### src/rtl/ex_mem_stage_pkg.sv
`default_nettype none
// ============================================================================
//  Module      : ex_mem_stage_pkg
//  Description : Shared constants for the EX/MEM pipeline stage. Holds the
//                default datapath and register-address widths, plus the bit
//                positions of the condition-code flags.
//                Flag layout in every 3-bit flag vector: [2] C, [1] N, [0] Z.
//  Revision    : 1.0  initial release
// ============================================================================
package ex_mem_stage_pkg;

   localparam int DATA_W  = 16;
   localparam int RADDR_W = 3;

   localparam int FLAG_W  = 3;
   localparam int FLAG_C  = 2;
   localparam int FLAG_N  = 1;
   localparam int FLAG_Z  = 0;

endpackage : ex_mem_stage_pkg
`default_nettype wire

### src/rtl/ex_mem_stage_ccr_unit.sv
`default_nettype none
// ============================================================================
//  Module      : ccr_unit
//  Description : Condition-code register with per-bit update, clear and a
//                single-level save/restore slot for interrupt entry / RTI.
//  Ports       : clk, rst         clock, async active-high reset
//                upd_en           ALU flag update is allowed this cycle
//                flag_in/flag_we  ALU flag values and per-bit write enables
//                flag_clr         per-bit clear (consumed by taken jumps)
//                flag_save        copy current ccr into the saved slot
//                flag_restore     reload ccr from the saved slot
//                ccr              registered condition codes
//  Revision    : 1.0  initial release
// ============================================================================
module ccr_unit
   import ex_mem_stage_pkg::*;
(
   input  logic              clk,
   input  logic              rst,
   input  logic              upd_en,
   input  logic [FLAG_W-1:0] flag_in,
   input  logic [FLAG_W-1:0] flag_we,
   input  logic [FLAG_W-1:0] flag_clr,
   input  logic              flag_save,
   input  logic              flag_restore,
   output logic [FLAG_W-1:0] ccr
);

   logic [FLAG_W-1:0] r_saved_ccr;
   logic [FLAG_W-1:0] w_accept;
   logic [FLAG_W-1:0] w_ccr_next;

   // Priority per bit: restore > accepted update > clear > hold.
   always_comb begin
      w_accept = flag_we & {FLAG_W{upd_en}};
      if (flag_restore) begin
         w_ccr_next = r_saved_ccr;
      end else begin
         w_ccr_next = (ccr & ~flag_clr & ~w_accept) | (flag_in & w_accept);
      end
   end

   // The saved slot always captures the pre-update ccr, so save+restore in
   // the same cycle naturally swaps the two registers.
   always_ff @(posedge clk or posedge rst) begin
      if (rst) begin
         ccr         <= '0;
         r_saved_ccr <= '0;
      end else begin
         ccr <= w_ccr_next;
         if (flag_save) begin
            r_saved_ccr <= ccr;
         end
      end
   end

endmodule : ccr_unit
`default_nettype wire

### src/rtl/ex_mem_stage.sv
`default_nettype none
// ============================================================================
//  Module      : ex_mem_stage
//  Description : EX->MEM pipeline register stage with stall/flush control,
//                a condition-code register and a forwarding enable.
//  Ports       : clk, rst                   clock, async active-high reset
//                ex_*                       execute-stage instruction fields
//                stall                      hold all pipeline registers
//                flush                      load a bubble (wins over stall)
//                flag_clr/save/restore      condition-code control
//                mem_*                      registered copies of ex_*
//                ccr                        condition-code register (C,N,Z)
//                fwd_en                     mem_valid & mem_reg_we
//  Revision    : 1.0  initial release
// ============================================================================
module ex_mem_stage #(
   parameter int DATA_W  = ex_mem_stage_pkg::DATA_W,
   parameter int RADDR_W = ex_mem_stage_pkg::RADDR_W
) (
   input  logic               clk,
   input  logic               rst,
   input  logic               ex_valid,
   input  logic [DATA_W-1:0]  ex_result,
   input  logic [2:0]         ex_flag,
   input  logic [2:0]         ex_flag_we,
   input  logic [RADDR_W-1:0] ex_rd,
   input  logic               ex_reg_we,
   input  logic               ex_mem_rd,
   input  logic               ex_mem_wr,
   input  logic [DATA_W-1:0]  ex_store_data,
   input  logic               stall,
   input  logic               flush,
   input  logic [2:0]         flag_clr,
   input  logic               flag_save,
   input  logic               flag_restore,
   output logic               mem_valid,
   output logic [DATA_W-1:0]  mem_result,
   output logic [RADDR_W-1:0] mem_rd,
   output logic               mem_reg_we,
   output logic               mem_mem_rd,
   output logic               mem_mem_wr,
   output logic [DATA_W-1:0]  mem_store_data,
   output logic [2:0]         ccr,
   output logic               fwd_en
);

   import ex_mem_stage_pkg::*;

   logic w_flag_upd_en;

   // Only an instruction that actually advances into MEM may touch flags.
   assign w_flag_upd_en = ex_valid & ~stall & ~flush;

   always_ff @(posedge clk or posedge rst) begin
      if (rst) begin
         mem_valid      <= 1'b0;
         mem_result     <= '0;
         mem_rd         <= '0;
         mem_reg_we     <= 1'b0;
         mem_mem_rd     <= 1'b0;
         mem_mem_wr     <= 1'b0;
         mem_store_data <= '0;
      end else if (flush) begin
         mem_valid      <= 1'b0;
         mem_result     <= '0;
         mem_rd         <= '0;
         mem_reg_we     <= 1'b0;
         mem_mem_rd     <= 1'b0;
         mem_mem_wr     <= 1'b0;
         mem_store_data <= '0;
      end else if (!stall) begin
         mem_valid      <= ex_valid;
         mem_result     <= ex_result;
         mem_rd         <= ex_rd;
         mem_reg_we     <= ex_reg_we;
         mem_mem_rd     <= ex_mem_rd;
         mem_mem_wr     <= ex_mem_wr;
         mem_store_data <= ex_store_data;
      end
   end

   // Derived from registered state only; no path from inputs.
   assign fwd_en = mem_valid & mem_reg_we;

   ccr_unit u_ccr_unit (
      .clk          (clk),
      .rst          (rst),
      .upd_en       (w_flag_upd_en),
      .flag_in      (ex_flag),
      .flag_we      (ex_flag_we),
      .flag_clr     (flag_clr),
      .flag_save    (flag_save),
      .flag_restore (flag_restore),
      .ccr          (ccr)
   );

endmodule : ex_mem_stage
`default_nettype wire

### config.mk
export PLATFORM = sky130hd
export DESIGN_NAME = ex_mem_stage
export DESIGN_NICKNAME = d
export VERILOG_FILES = /design/src/rtl/ex_mem_stage_pkg.sv /design/src/rtl/ex_mem_stage_ccr_unit.sv /design/src/rtl/ex_mem_stage.sv
export SDC_FILE = /design/constraint.sdc
export NUM_CORES = 1
export LEC_CHECK = 0
export ABC_AREA = 1
export BUFFER_PORTS_ARGS = -buffer_cell sky130_fd_sc_hd__buf_4
export CORE_UTILIZATION = 46
export CTS_BUF_LIST = sky130_fd_sc_hd__clkbuf_4
export DETAILED_ROUTE_END_ITERATION = 16
export PLACE_DENSITY = 0.81
export REMOVE_ABC_BUFFERS = 1
export SLEW_MARGIN = 0
export SYNTH_ARGS = -nofsm -noshare
export SYNTH_HDL_FRONTEND = slang
export SYNTH_SLANG_ARGS = --single-unit
### constraint.sdc
create_clock -name clk -period 1.4 [get_ports clk]
set_input_delay 0 -clock clk [delete_from_list [all_inputs] [get_ports clk]]
set_output_delay 0 -clock clk [all_outputs]
set_load 0.005 [all_outputs]
After elaboration in Yosys (flattened, before gate mapping)
Cells that the tools add are included.
- flip-flop bits (word level): 45
- logic and storage cells: 37
- bits of input ports: 54
- eq/ne operators: 1
- mux-type cells: 15
- bitwise operators: 12
- operator list (kind ; count):
    two-way mux 16 bit ; 4
    AND 3 bit ; 4
    two-way mux 3 bit ; 3
    two-way mux 1 bit ; 8
    NOT 3 bit ; 2
    AND 1 bit ; 3
    bitwise OR 3 bit ; 1
    inequality test 2 x 1 -> 1 bit, second input constant ; 1
    NOT 1 bit ; 2

Longest topological paths before layout
Gate-level depths: netlist (run 1).
- word-level depth: 8
- gate-level depth with buffers: 5

By module
Synthesis (run 1) repeated with hierarchy kept, for this count alone.
- cell total of the unflattened synthesis: 218
- area, all modules: 1861.8 um^2
- by module, submodules not included (module ; instances ; cells each ; area each (um^2) ; sequential area each (um^2)):
    ex_mem_stage ; 1 ; 174 ; 1557.7 ; 975.9
    ccr_unit ; 1 ; 44 ; 304.0 ; 150.1

Least setup slack after synthesis (run 1)
OpenSTA, ideal clock, no wires.
- path kind: register to register
- from: register u_ccr_unit.ccr[0]
- to: register u_ccr_unit.r_saved_ccr[0]
- arrival: 0.630 ns
- path slack: 0.645 ns
- library setup time: 0.125 ns
- stages on the path, launching flop included: 2
- path through: dfrtp_1 -> mux2_2
- RTL lines (element ; RTL line ; RTL):
    start: declaration ; ex_mem_stage_ccr_unit.sv:26 ; output logic [FLAG_W-1:0] ccr
    start signal: assignment ; ex_mem_stage_ccr_unit.sv:50 ; ccr <= w_ccr_next;
    end signal: assignment ; ex_mem_stage_ccr_unit.sv:52 ; r_saved_ccr <= ccr;
    end: declaration ; ex_mem_stage_ccr_unit.sv:29 ; logic [FLAG_W-1:0] r_saved_ccr;
No word-level cell between the ends.

Worst setup path in the final report (run 1)
- from: register u_ccr_unit.ccr[1]
- to: register u_ccr_unit.ccr[1]
- cells in the longest elaborated chain, start to end: 4
- ends and longest elaborated chain (element ; RTL line ; RTL):
    AND 3 bit (2 in series) ; ex_mem_stage_ccr_unit.sv:39 ; w_ccr_next = (ccr & ~flag_clr & ~w_accept) | (flag_in & w_accept);
    bitwise OR 3 bit ; ex_mem_stage_ccr_unit.sv:39 ;
    two-way mux 3 bit ; ex_mem_stage_ccr_unit.sv:36 ; if (flag_restore) begin
    via u_ccr_unit.w_ccr_next[1] ; ex_mem_stage_ccr_unit.sv:31 ; logic [FLAG_W-1:0] w_ccr_next;
The timed path passes the listed nets, and every way through them passes these cells.
A chain may end at the register's enable or synchronous reset.

==> impl_metrics.env, run 1 <==
export IMPL_outcome="finished clean"
export IMPL_p_leak_nw=1.81
export IMPL_gp_congestion=0.754
export IMPL_required_ns=1.64
export IMPL_clk_latency_ns=0.34
export IMPL_final_antenna_net_count=0
export IMPL_max_freq_mhz=746
export IMPL_path_common_cell="nand2_1"
export IMPL_drive_above_1_share_pct=30.7
export IMPL_rsz0062_at_grt="no"
export IMPL_core_area_sq_um=3770
export IMPL_ir_drop_v=0.000541
export IMPL_syn_area_per_cell_sq_um=8.86
export IMPL_root_buffer="clkbuf_4"
export IMPL_fin_setup_tns_ns=0
export IMPL_cp_max_fo=3
export IMPL_ys_ff_latch=45
export IMPL_p_comb_share_pct=21.7
export IMPL_syn_to_final_growth_pct=73.4
export IMPL_crit_path_end_kind="flip-flop"
export IMPL_tightest_slew_ns=0.564
export IMPL_die_x_um=65.6
export IMPL_htreeDepth=2
export IMPL_clockBufferDepth=2
export IMPL_hp_class="in -> reg"
export IMPL_yosysWarnings=0
export IMPL_synth_common_cells="nand2_1, dfrtp_1, nand3_1"
export IMPL_setup_viol=0
export IMPL_synth_area_top_cells="dfrtp_1, nand2_1, nand3_1"
export IMPL_synth_top_cell_by_area="dfrtp_1"
export IMPL_path_cells="nand2_1, nand2_1, nand3_1, nand2_1, dlygate4sd3_1"
export IMPL_drv_slew=0
export IMPL_period_share_pct=95.8
export IMPL_grt_use_total_pct=29.0
export IMPL_hold_start="flush"
export IMPL_clock_sinks=45
export IMPL_async_flop_share_pct=100
export IMPL_io_pins=97
export IMPL_cts_buffers_inserted=5
export IMPL_slew_headroom_pct=62.4
export IMPL_crit_path_start_kind="flip-flop"
export IMPL_synth_ff_type="dfrtp_1"
export IMPL_cp_slowest_cell="dlygate4sd3_1"
export IMPL_antenna_found_initial=0
export IMPL_finClkSkew_ns=0.0000907
export IMPL_setup_worst_path_start="u_ccr_unit.ccr[1]"
export IMPL_routed_via_count=2048
export IMPL_grt_max_degree=46
export IMPL_first_pass_iters=4
export IMPL_dpl_hpwl_um=3140
export IMPL_diodes=0
export IMPL_wl_um=5800
export IMPL_yosysSeqAreaShare_pct=60.5
export IMPL_start_util_pct=49.3
export IMPL_cpPeakStageDelay_ns=0.55
export IMPL_path_class="reg -> reg"
export IMPL_synth_top_area_share_pct=60.5
export IMPL_post_cts_buffers=0
export IMPL_drc_errors=0
export IMPL_report_power_total_mw=2.58
export IMPL_die_h_um=65.6
export IMPL_yosysMostFrequentCell="nand2_1"
export IMPL_synth_edff_count=0
export IMPL_grt_pass1_wl_um=9140
export IMPL_viasPerCell=5.01
export IMPL_netlist_area_sq_um=1860
export IMPL_path_delay_family="buffers and inverters"
export IMPL_fin_nets=415
export IMPL_io_buffers=96
export IMPL_gr_total_overflow=0
export IMPL_p_clk_share_pct=22.7
export IMPL_intPower_mw=1.92
export IMPL_rows=22
export IMPL_synth_cells=210
export IMPL_post_route_min_period_ns=1.34
export IMPL_synthDistinctLibCells=10
export IMPL_fillCellCount=209
export IMPL_max_cap_violations=0
export IMPL_hold_viol=0
export IMPL_switchingPower_mw=0.660
export IMPL_p_seq_share_pct=55.5
export IMPL_crit_arrival_ns=1.58
export IMPL_r2r_start="u_ccr_unit.ccr[1]"
export IMPL_wl_per_cell_um=14.2
export IMPL_final_util_pct=85.6
export IMPL_cts_tree="yes"
export IMPL_path_buf_inv=1
export IMPL_grt_pass1_vias=1976
export IMPL_netSwitchingFraction_pct=25.6
export IMPL_power_density_nw_per_um2=798
export IMPL_drtIter0Drc=123
export IMPL_clkSlewWorstSetupHoldPaths_ns=0.12
export IMPL_dieArea_sq_um=4300
-- placed cells by master, fill, tap and decap left out --
master         instances
buf_12                 1
buf_4                 99
clkbuf_4               6
clkinv_1               1
dfrtp_1               45
dlygate4sd3_1         56
inv_1                  9
inv_2                  1
mux2_2                 3
nand2_1               91
nand3_1               45
nand4_1                3
nor2_4                 1
-- stage by stage --
step / instance area, sq um / hold WS, ns / setup slack, ns / instances
after global routing: 3230 / 0.133 / 0.0115 / 409
after CTS: 3230 / 0.0671 / 0.0809 / 409
after floorplan: 1790 / 0.110 / 0.341 / 198
final: 3230 / 0.149 / 0.0594 / 409
after detailed placement: 2620 / 0.175 / 0.555 / 346
after global placement: 2620 / 0.178 / 0.571 / 346
-- sequential cells by signal (all words and copies together), names as in the netlist --
signal and count:
u_ccr_unit.r_saved_ccr 3, mem_mem_rd 1, mem_mem_wr 1, mem_rd 3, mem_reg_we 1, mem_store_data 16
u_ccr_unit.ccr 3, mem_valid 1, mem_result 16
-- repair_timing --
item	4_1_cts	5_1_grt
hold buffers	56	0
endpoints found under the hold margin	90	0
gates resized for setup	0	0
-- kinds of logic (layout without fill, tap and decap cells) --
group                  after synthesis  in the layout  synth area share, %
buffers and inverters               22            173                 5.58
flip-flops                          45             45                 60.5
AND/OR/NAND/NOR                    140            140                 32.1
multiplexers                         3              3                 1.82
-- worst min-delay path: cells and delay by family --
kind,cells,cell delay (ns)
buf+inv,1,0.10
simple gates,5,0.37
-- metal layers --
metal | global-route usage (%) | vias to the layer above | share of wire, %
met5 | 0 | - | 0
met4 | 11.7 | 0 | 2.3
met3 | 6.60 | 11 | 5.7
met2 | 53.1 | 88 | 55
met1 | 31.9 | 981 | 37
li1 | - | 968 | -
-- area by class of cell --
| type | instances | area [sq um] | share of cell area, % |
|---|---|---|---|
| Multi-Input combinational cell | 143 | 631 | 19.5 |
| Timing Repair Buffer | 156 | 1320 | 41.0 |
| Clock buffer | 6 | 45.0 | 1.40 |
| Inverter | 10 | 37.5 | 1.16 |
| Sequential cell | 45 | 1130 | 34.9 |
| Tap cell | 48 | 60.1 | 1.86 |
| Clock inverter | 1 | 3.75 | 0.116 |
-- path summary, 6_finish.rpt --
kind	endpoint	slack [ns]	cells past startpoint
min	u_ccr_unit.ccr[0]	0.15	6
max reg2reg	u_ccr_unit.ccr[1]	0.06	5
min in group asynchronous	mem_store_data[3]	0.37	4
min reg2reg	u_ccr_unit.ccr[2]	0.51	2
max in group asynchronous	mem_result[7]	0.63	4
max	u_ccr_unit.ccr[1]	0.06	5
-- power by group through the flow --
stage                     Sequential [mW]  Combinational (mW)  Clock, mW
final                                1.43               0.560      0.585
after global routing                 1.44               0.610      0.662
after CTS                            1.43               0.549      0.595
after detailed placement             1.45               0.427          0
after global placement               1.45               0.420          0
after floorplan                      1.45               0.123          0
Power figures use the tool's default switching activity.
==> inputs of run 2 (changes only) <==
Settings changed: SYNTH_HIERARCHICAL set to 1.
==> impl_metrics.env, run 2 <==
export IMPL_outcome="finished, violations left"
export IMPL_violations="negative hold slack"
export IMPL_reg2reg_depth=4
export IMPL_path_buf_inv=4
export IMPL_hp_class="in -> reg"
export IMPL_synth_area_top_cells="dfrtp_1, nand2_1, nand3_1"
export IMPL_syn_area_per_cell_sq_um=8.54
export IMPL_clk_latency_ns=0.35
export IMPL_hold_ws_ns=-0.0291
export IMPL_slew_headroom_pct=69.6
export IMPL_p_leak_nw=1.81
export IMPL_cpPeakStageDelay_ns=0.56
export IMPL_drtIter0Drc=189
export IMPL_final_common_cell="buf_4"
export IMPL_largestRegisters="mem_result: 16 flops, mem_store_data: 16 flops"
export IMPL_netlist_area_sq_um=1860
export IMPL_synthDistinctLibCells=12
export IMPL_drc_errors=0
export IMPL_synth_area_mux_share_pct=0
export IMPL_die_h_um=65.6
export IMPL_report_power_total_mw=2.77
export IMPL_io_pins=97
export IMPL_dpl_hpwl_um=3420
export IMPL_cp_slowest_cell="dlygate4sd3_1"
export IMPL_required_ns=1.65
export IMPL_core_area_sq_um=3770
export IMPL_crit_cells=8
export IMPL_synthXorXnorAreaFrac_pct=0
export IMPL_synth_top_area_share_pct=60.5
export IMPL_synth_cells=218
export IMPL_path_delay_family="buffers and inverters"
export IMPL_final_cell_mix="buf_4, nand2_1, dlygate4sd3_1"
export IMPL_crit_arrival_ns=1.60
export IMPL_yosysMostFrequentCell="nand2_1"
export IMPL_viasPerCell=4.94
export IMPL_gp_congestion=0.780
export IMPL_post_route_min_period_ns=1.35
export IMPL_crit_path_start_kind="primary input"
export IMPL_synth_compound_area_share_pct=0.806
export IMPL_setup_ws_ns=0.0490
export IMPL_synth_top_family_by_area="simple AND/OR/NAND/NOR gates"
export IMPL_dieArea_sq_um=4310
export IMPL_fin_nets=420
export IMPL_place_ws_ns=0.471
export IMPL_hold_viol=1
export IMPL_synth_common_cells="nand2_1, dfrtp_1, nand3_1"
export IMPL_grt_use_total_pct=30.8
export IMPL_htreeDepth=2
export IMPL_io_buffers=96
export IMPL_clkSlewWorstSetupHoldPaths_ns=0.12
export IMPL_power_density_nw_per_um2=862
export IMPL_rows=22
export IMPL_wl_per_cell_um=14.7
export IMPL_synth_ff_type="dfrtp_1"
export IMPL_yosysSeqAreaShare_pct=60.5
export IMPL_start_util_pct=49.4
export IMPL_gr_total_overflow=0
export IMPL_drv_slew=0
export IMPL_routed_via_count=2052
export IMPL_path_class="in -> reg"
export IMPL_clockBufferDepth=2
export IMPL_ir_drop_v=0.000657
export IMPL_async_flop_share_pct=100
export IMPL_clock_sinks=45
export IMPL_cp_max_fo=6
export IMPL_cts_tree="yes"
export IMPL_root_buffer="clkbuf_4"
export IMPL_ys_ff_latch=45
export IMPL_diodes=0
export IMPL_rsz0062_at_grt="no"
export IMPL_synth_simple_area_share_pct=31.9
export IMPL_first_pass_iters=4
export IMPL_wl_um=6100
export IMPL_synth_top_cell_by_area="dfrtp_1"
export IMPL_grt_pass1_vias=2095
export IMPL_max_cap_violations=0
export IMPL_path_cells="dlygate4sd3_1, buf_4, nand2_2, inv_4, nand3_1, dlygate4sd3_1, nand3_1, nand2_1"
export IMPL_tightest_slew_ns=0.456
export IMPL_fillCellCount=215
export IMPL_die_x_um=65.6
export IMPL_finClkSkew_ns=0.00201
export IMPL_cts_buffers_inserted=5
export IMPL_grt_max_degree=40
export IMPL_final_antenna_net_count=0
export IMPL_syn_to_final_growth_pct=72.7
export IMPL_min_path_cells=6
export IMPL_antenna_found_initial=0
export IMPL_period_share_pct=96.5
export IMPL_max_freq_mhz=740
export IMPL_synth_fa_ha_area_share_pct=0
export IMPL_yosysWarnings=6
export IMPL_setup_viol=0
export IMPL_crit_path_end_kind="flip-flop"
export IMPL_grt_pass1_wl_um=9760
export IMPL_synth_edff_count=0
export IMPL_drive_above_1_share_pct=31.6
## run 2: stage by stage
step	hold slack, ns	TNS [ns]	instance area, sq um	util, %	std cells
finish	-0.0291	0	3220	85.3	415
floorplan	-0.209	-2.34	1790	-	206
global route	0.00725	0	3220	85.3	415
global placement	-0.0998	0	2620	69.4	356
detailed placement	-0.0982	0	2620	69.4	356
CTS	0.0668	0	3200	84.8	414
## run 2: final timing paths
check	start	to	slack, ns
max in group asynchronous	rst	mem_reg_we	0.65
min	flag_clr[0]	u_ccr_unit/ccr[0]	-0.03
min reg2reg	u_ccr_unit/r_saved_ccr[0]	u_ccr_unit/ccr[0]	0.50
min in group asynchronous	rst	mem_result[0]	0.08
max	ex_valid	u_ccr_unit/ccr[1]	0.05
max reg2reg	u_ccr_unit/ccr[1]	u_ccr_unit/ccr[1]	0.61
## run 2: cell type report
cell class              count  area [sq um]  area share, %
clock buffers               5          37.5           1.17
clock inverters             3          41.3           1.28
inverters                  15          58.8           1.83
multi-input cells         146           618           19.2
flip-flops and latches     45          1130           35.0
well taps                  48          60.1           1.87
repair buffers            153          1270           39.6
## run 2: report_power, final
part / internal [mW] / switching [mW]
registers: 1.38 / 0.0560
clock network: 0.370 / 0.413
logic: 0.320 / 0.232
## run 2: cells by family after synthesis
| logic type | after synthesis |
|---|---|
| and+or+nand+nor | 143 |
| DFF | 45 |
| buffers and inverters | 27 |
| AOI/OAI and AO/OA | 3 |
## run 2: tightest hold or removal path, stage by stage
cell     delay (ns)
buf_4          0.08
inv_1          0.03
nand2_1        0.04
nand2_1        0.04
nand3_1        0.07
nand2_1        0.05
## run 2: timing repair
action | CTS | global route
buffers inserted | 0 | 1
gates resized for setup | 0 | 4
endpoints found under the hold margin | 90 | 1
setup endpoints to repair | 0 | 3
hold buffers | 50 | 1
## run 2: per-layer routing
| metal | share of wire, % | vias up | GRT usage [%] |
|---|---|---|---|
| met5 | 0 | - | 0 |
| met1 | 39 | 976 | 34.8 |
| met3 | 5.4 | 15 | 7.81 |
| li1 | - | 978 | - |
| met2 | 53 | 83 | 55.5 |
| met4 | 2.6 | 0 | 10.6 |
